**src/rtl/time_set_ctrl.sv**
```systemverilog
//------------------------------------------------------------------------------
// time_set_ctrl : 1 Hz enable, button debounce, RUN/SET_HOUR/SET_MIN mode FSM,
//                 auto-repeating counter increments and display blink gate.
// Revision 1.0
//------------------------------------------------------------------------------
`default_nettype none

module time_set_ctrl #(
  parameter int SEC_DIV     = 50000000,
  parameter int DEB_CYCLES  = 1000000,
  parameter int HOLD_CYCLES = 25000000,
  parameter int RPT_CYCLES  = 10000000
) (
  input  logic       clk,
  input  logic       rst,
  input  logic       btn_mode,
  input  logic       btn_set,
  output logic       en1hz,
  output logic       inc_hour,
  output logic       inc_min,
  output logic       sec_clr,
  output logic [1:0] mode,
  output logic       blink
);

  localparam int PW   = $clog2(SEC_DIV);
  localparam int BDIV = SEC_DIV / 4;
  localparam int BW   = (BDIV > 1) ? $clog2(BDIV) : 1;
  localparam int DW   = $clog2(DEB_CYCLES);
  localparam int RMAX = (HOLD_CYCLES > RPT_CYCLES) ? HOLD_CYCLES : RPT_CYCLES;
  localparam int RW   = (RMAX > 1) ? $clog2(RMAX) : 1;

  localparam logic [PW-1:0] c_pre_max  = PW'(SEC_DIV - 1);
  localparam logic [BW-1:0] c_blk_max  = BW'(BDIV - 1);
  localparam logic [DW-1:0] c_deb_max  = DW'(DEB_CYCLES - 1);
  localparam logic [RW-1:0] c_hold_max = RW'(HOLD_CYCLES - 1);
  localparam logic [RW-1:0] c_rpt_max  = RW'(RPT_CYCLES - 1);

  typedef enum logic [1:0] {
    S_RUN      = 2'b00,
    S_SET_HOUR = 2'b01,
    S_SET_MIN  = 2'b10
  } state_t;

  state_t        r_state;
  logic [1:0]    w_raw;
  logic [1:0]    w_deb;
  logic [1:0]    r_deb_d;
  logic          w_mode_press;
  logic          w_set_press;
  logic [PW-1:0] r_pre;
  logic [BW-1:0] r_blk;
  logic [RW-1:0] r_rpt;
  logic          r_rpt_on;
  logic          r_rpt_hold;

  assign w_raw = {btn_set, btn_mode};

  // Index 0 is the mode button, index 1 the set button.
  for (genvar i = 0; i < 2; i++) begin : g_btn
    logic          r_s1;
    logic          r_s2;
    logic          r_lvl;
    logic [DW-1:0] r_cnt;

    always_ff @(posedge clk) begin
      if (rst) begin
        r_s1  <= 1'b0;
        r_s2  <= 1'b0;
        r_lvl <= 1'b0;
        r_cnt <= '0;
      end else begin
        r_s1 <= w_raw[i];
        r_s2 <= r_s1;
        if (r_s2 == r_lvl) begin
          r_cnt <= '0;
        end else if (r_cnt == c_deb_max) begin
          r_cnt <= '0;
          r_lvl <= r_s2;
        end else begin
          r_cnt <= r_cnt + 1'b1;
        end
      end
    end

    assign w_deb[i] = r_lvl;
  end

  assign w_mode_press = w_deb[0] & ~r_deb_d[0];
  assign w_set_press  = w_deb[1] & ~r_deb_d[1];
  assign mode         = r_state;

  always_ff @(posedge clk) begin
    if (rst) begin
      r_state    <= S_RUN;
      r_deb_d    <= '0;
      en1hz      <= 1'b0;
      inc_hour   <= 1'b0;
      inc_min    <= 1'b0;
      sec_clr    <= 1'b0;
      blink      <= 1'b1;
      r_pre      <= '0;
      r_blk      <= '0;
      r_rpt      <= '0;
      r_rpt_on   <= 1'b0;
      r_rpt_hold <= 1'b0;
    end else begin
      r_deb_d  <= w_deb;
      en1hz    <= 1'b0;
      inc_hour <= 1'b0;
      inc_min  <= 1'b0;
      sec_clr  <= 1'b0;
      if (w_mode_press) begin
        // A mode press always wins: no increment, repeat cancelled, counters restart.
        r_pre      <= '0;
        r_blk      <= '0;
        r_rpt      <= '0;
        r_rpt_on   <= 1'b0;
        r_rpt_hold <= 1'b0;
        case (r_state)
          S_RUN: begin
            r_state <= S_SET_HOUR;
            blink   <= 1'b0;
          end
          S_SET_HOUR: begin
            r_state <= S_SET_MIN;
            blink   <= 1'b0;
          end
          default: begin
            r_state <= S_RUN;
            blink   <= 1'b1;
            sec_clr <= 1'b1;
          end
        endcase
      end else if (r_state == S_RUN) begin
        blink    <= 1'b1;
        r_blk    <= '0;
        r_rpt    <= '0;
        r_rpt_on <= 1'b0;
        if (r_pre == c_pre_max) begin
          r_pre <= '0;
          en1hz <= 1'b1;
        end else begin
          r_pre <= r_pre + 1'b1;
        end
      end else begin
        r_pre <= '0;
        if (r_blk == c_blk_max) begin
          r_blk <= '0;
          blink <= ~blink;
        end else begin
          r_blk <= r_blk + 1'b1;
        end
        if (w_set_press) begin
          r_rpt_on   <= 1'b1;
          r_rpt_hold <= 1'b1;
          r_rpt      <= '0;
          inc_hour   <= (r_state == S_SET_HOUR);
          inc_min    <= (r_state == S_SET_MIN);
        end else if (r_rpt_on && w_deb[1]) begin
          // First interval is the hold delay, later ones the repeat period.
          if (r_rpt == (r_rpt_hold ? c_hold_max : c_rpt_max)) begin
            r_rpt      <= '0;
            r_rpt_hold <= 1'b0;
            inc_hour   <= (r_state == S_SET_HOUR);
            inc_min    <= (r_state == S_SET_MIN);
          end else begin
            r_rpt <= r_rpt + 1'b1;
          end
        end else begin
          r_rpt_on <= 1'b0;
          r_rpt    <= '0;
        end
      end
    end
  end

endmodule

`default_nettype wire
```
**config.mk**
```make
export PLATFORM = sky130hd
export DESIGN_NAME = time_set_ctrl
export DESIGN_NICKNAME = d
export VERILOG_FILES = /design/src/rtl/time_set_ctrl.sv
export SDC_FILE = /design/constraint.sdc
export NUM_CORES = 1
export LEC_CHECK = 0
export CORE_AREA = 3 3 128 130
export CTS_CLUSTER_SIZE = 20
export DETAILED_ROUTE_END_ITERATION = 12
export DIE_AREA = 0 0 131 133
export GPL_TIMING_DRIVEN = 0
export PLACE_DENSITY = 0.62
export SYNTH_ARGS = -nofsm -noshare
export SYNTH_HDL_FRONTEND = slang
export SYNTH_SLANG_ARGS = --single-unit
```
**constraint.sdc**
```tcl
create_clock -name clk -period 1.9 [get_ports clk]
set_clock_uncertainty 0.2 [all_clocks]
set_input_delay 0.19 -clock clk [delete_from_list [all_inputs] [get_ports clk]]
set_output_delay 0.19 -clock clk [all_outputs]
set_load 0.01 [all_outputs]
```
==> reports/results.md <==
| Result | Reported | Unit |
|:---|:---|:---|
| Result of the run | complete, but fails checks | - |
| Violated checks | setup timing | - |
| Post-route DRC violation count | 0 | - |
| VDD IR max | 0.6250 | mV |
| TritonCTS Sinks | 132 | - |
| Share of cells above drive strength 1 | 28.01 | % |
| Gp weighted congestion | 0.8056 | - |
| Launching instance or port of the critical path | g_btn[1].r_cnt[8] | - |
| Max-slew violation total from the final report | 0 | - |
| Maximum buffer depth of the clock tree | 2 | - |
| Routed Wire Length | 12.47 | mm |
| Cell type with the highest aggregate area in the netlist | dfxtp_1 | - |
| Row cnt | 45 | - |
| Number of top-level design ports | 11 | - |
| Most used cells in the layout excluding fill and tap cells | 116 x dfxtp_1, 80 x nor2_1, 62 x xor2_1 | - |
| Last element of the critical path | g_btn[1].r_cnt[15] | - |
| Unrepaired setup endpoints after global routing | yes | - |
| Mapped Cells | 638 | - |
| Die Y | 133 | µm |
| CTS tree | done | - |
| Number of routed nets with antenna violations | 0 | - |
| CTS buffer count | 17 | - |
| Combined buffer and inverter count along the critical path | 1 | - |
| Tot Pwr | 6.125 | mW |
| HPWL after detailed placement | 7.447 | mm |
| Antenna cell count | 0 | - |
| Required time at the endpoint of the critical path | 2000 | ps |
| Type of element capturing the critical path | flop | - |
| Vias in the first global route | 4426 | - |
| Family with the most delay on the worst path | simple AND/OR/NAND/NOR gates | - |
| Internal reg-to-reg setup slack | -100 | ps |
| Average via count per standard cell | 4.911 | - |
| Netlist Area Pre-Place | 0.005679 | mm² |
| Depth of the most critical reg-to-reg path | 6 | - |
| Area overhead of the layout relative to synthesis | 34.85 | % |
| Reg-to-reg startpoint | g_btn[1].r_cnt[8] | - |
| Final hold violations | 0 | - |
| Floorplan Core Area | 0.01526 | mm² |
| Net count, final | 710 | - |
| Logic depth of the worst path, buffers included | 6 | - |
| Average size of a mapped cell | 8.902 | µm² |
| Routed length per placed instance | 13.48 | µm |
| Fin util | 50.19 | % |
| Number of flops mapped to enable cells by yosys | 0 | - |
| Clock network latency to the later pin of the worst-skew pair | 420 | ps |
| Type of element launching the critical path | flop | - |
| Width of the chip | 131 | µm |
| Leading cell type in the layout, fill and taps excluded | dfxtp_1 | - |
| Total number of H-tree levels | 4 | - |
| Synthesized flop and latch total | 132 | - |
| Instance count along the most critical hold path | 2 | - |
| Initial antenna violation count | 0 | - |
| Setup Viol. Count Final | 63 | - |
| Worst Path Arrival | 2100 | ps |
| Maximum frequency from static timing analysis | 0.5010 | GHz |
| Total via count in the routed design | 4543 | - |
| Sequential element share of the synthesized area | 46.53 | % |
| Reg-to-reg critical path endpoint | g_btn[1].r_cnt[15] | - |
| Setup TNS after final layout | -2616 | ps |
| Library cell contributing the largest single delay on the critical path | or4b_4 | - |
| CTS Hold Bufs | 0 | - |
| Maximum number of pins on one net before global-route repair | 17 | - |
| Overflow left after global routing | 0 | - |
| Worst slew margin | 62.15 | % |
| Maximum cell stage delay along the critical path | 530 | ps |
| Combined global-route utilization of all metal layers | 14.03 | % |
| Leading cell types by total area after synthesis | dfxtp_1 47%, nor2_1 9.7%, xor2_1 9.6% | - |
| Share of flip-flops with an asynchronous set or reset | 0 | % |
| Critical Path Fanout Max | 5 | - |
| First-pass GRT wire length | 19.94 | mm |
| Starting utilization of the core area | 37.22 | % |
| Area share of the largest cell type after synthesis | 46.53 | % |
| Number of nets in the synthesized netlist | 647 | - |
| Count of cell types in the netlist | 43 | - |
| Worst min path class | in2reg | - |
| # fillers | 1348 | - |
| Leakage | 2.497 | nW |
| Post-CTS clock slew at the launch and capture registers of the worst setup and hold paths | 60 | ps |
| Synth Warn # | 0 | - |
| Maximum capacitance violations | 0 | - |
| PortBufs | 10 | - |
| Die outline area | 0.01742 | mm² |
| Fraction of the cycle the final worst path needs | 105.1 | % |
| Min Clock Period, post-route | 1996 | ps |
| Most common flop cell mapped by yosys | dfxtp_1 | - |
| Slew at the pin with the worst max-slew slack | 563.4 | ps |
| Setup Crit Path Kind | reg2reg | - |
| Number of optimization iterations in the first detailed-route pass | 6 | - |
| Cell at the root of the clock tree | clkbuf_16 | - |
| Final worst setup slack | -96.10 | ps |
| Pwr/cell area | 799.8 | mW/mm² |
| Crit path cell chain | or4b_4 -> nor4_2 -> and3_1 -> or3_4 -> buf_8 -> nor2_1 | - |
| Hold_ws | 158.5 | ps |
| Number of DRC violations after detailed-routing iteration 0 | 149 | - |
[worst register-to-register path, cell delays in order, from the launching register on]
cell and delay, ps:
dfxtp_2 320, or4b_4 530, nor4_2 250, and3_1 230
or3_4 180, buf_8 140, nor2_1 40
[cell families (layout without fill, tap and decap cells)]
family | after synthesis | in the layout | synth area share (%)
AOI/OAI and AO/OA | 9 | 9 | 1.190
xor gates and xnor gates | 108 | 108 | 16.66
and+or+nand+nor | 354 | 354 | 31.31
adders and majority gates | 5 | 5 | 1.102
buffers and inverters | 26 | 102 | 2.489
muxes | 4 | 4 | 0.7270
DFF | 132 | 132 | 46.53
[metrics by stage]
stage,std cells,cell area [µm²],worst slack [ps]
2_1_floorplan,638,5687,23.73
3_3_place_gp,859,6051,-254.5
3_5_place_dp,859,6051,-320.4
4_1_cts,913,6985,-76.83
5_1_grt,925,7659,-152.3
6_report,925,7659,-96.10
[timing repair]
item,CTS,global route
pin swaps,42,53
setup endpoints to repair,112,107
gates cloned,5,3
resized for setup,47,149
buffers inserted,17,9
[flip-flops by register name (all words and copies together), names as in the netlist]
| signal | flops |
|---|---|
| r_pre | 26 |
| r_rpt_hold | 1 |
| g_btn.r_s1 | 2 |
| r_deb_d | 2 |
| sec_clr | 1 |
| r_rpt_on | 1 |
| mode | 2 |
| blink | 1 |
| r_blk | 24 |
| r_rpt | 25 |
| inc_hour | 1 |
| en1hz | 1 |
| inc_min | 1 |
| g_btn.r_cnt | 40 |
| g_btn.r_lvl | 2 |
| g_btn.r_s2 | 2 |
[cell usage after synthesis, drive strengths merged, types with 3 or more instances]
library cell / count
or3: 4
ha: 5
dfxtp: 132
buf: 11
inv: 14
nand4: 27
nor4b: 5
xnor2: 46
and2: 6
and4: 8
nor2: 147
nor2b: 8
nand2: 37
xor2: 62
nor4: 15
mux2i: 3
nand2b: 3
nor3: 13
nand3: 57
and3: 16
[routing by layer]
| layer | up-vias | track usage [%] | wire length [µm] |
|---|---|---|---|
| li1 | 2288 | - | - |
| met1 | 2181 | 17.50 | 5573 |
| met4 | 0 | 4.857 | 95 |
| met3 | 13 | 4.522 | 428 |
| met5 | - | 0 | 0 |
| met2 | 61 | 22.60 | 6374 |
[layout make-up]
type,instances,area (µm²),area share [%]
Inverter,14,52.55,0.6862
Multi-Input combinational cell,480,3482,45.47
Clock inverter,11,132.6,1.732
Sequential cell,132,2678,34.96
Timing Repair Buffer,44,430.4,5.620
Buffer,12,158.9,2.075
Tap cell,211,264.0,3.447
Clock buffer,21,460.4,6.012
[power breakdown]
part           internal [mW]  switching [mW]  total (mW)
sequential              2.77         0.00946        2.78
clock                   2.11            1.15        3.27
combinational         0.0333          0.0416      0.0749
[how the worst min path moves through the flow]
stage,start,end,slack (ps)
floorplan,btn_mode,g_btn[0].r_s1,120
global placement,g_btn[1].r_s1,g_btn[1].r_s2,230
detailed placement,g_btn[0].r_s1,g_btn[0].r_s2,230
CTS,btn_set,g_btn[1].r_s1,150
global route,btn_set,g_btn[1].r_s1,170
finish,btn_set,g_btn[1].r_s1,160
Power figures use the tool's default switching activity.
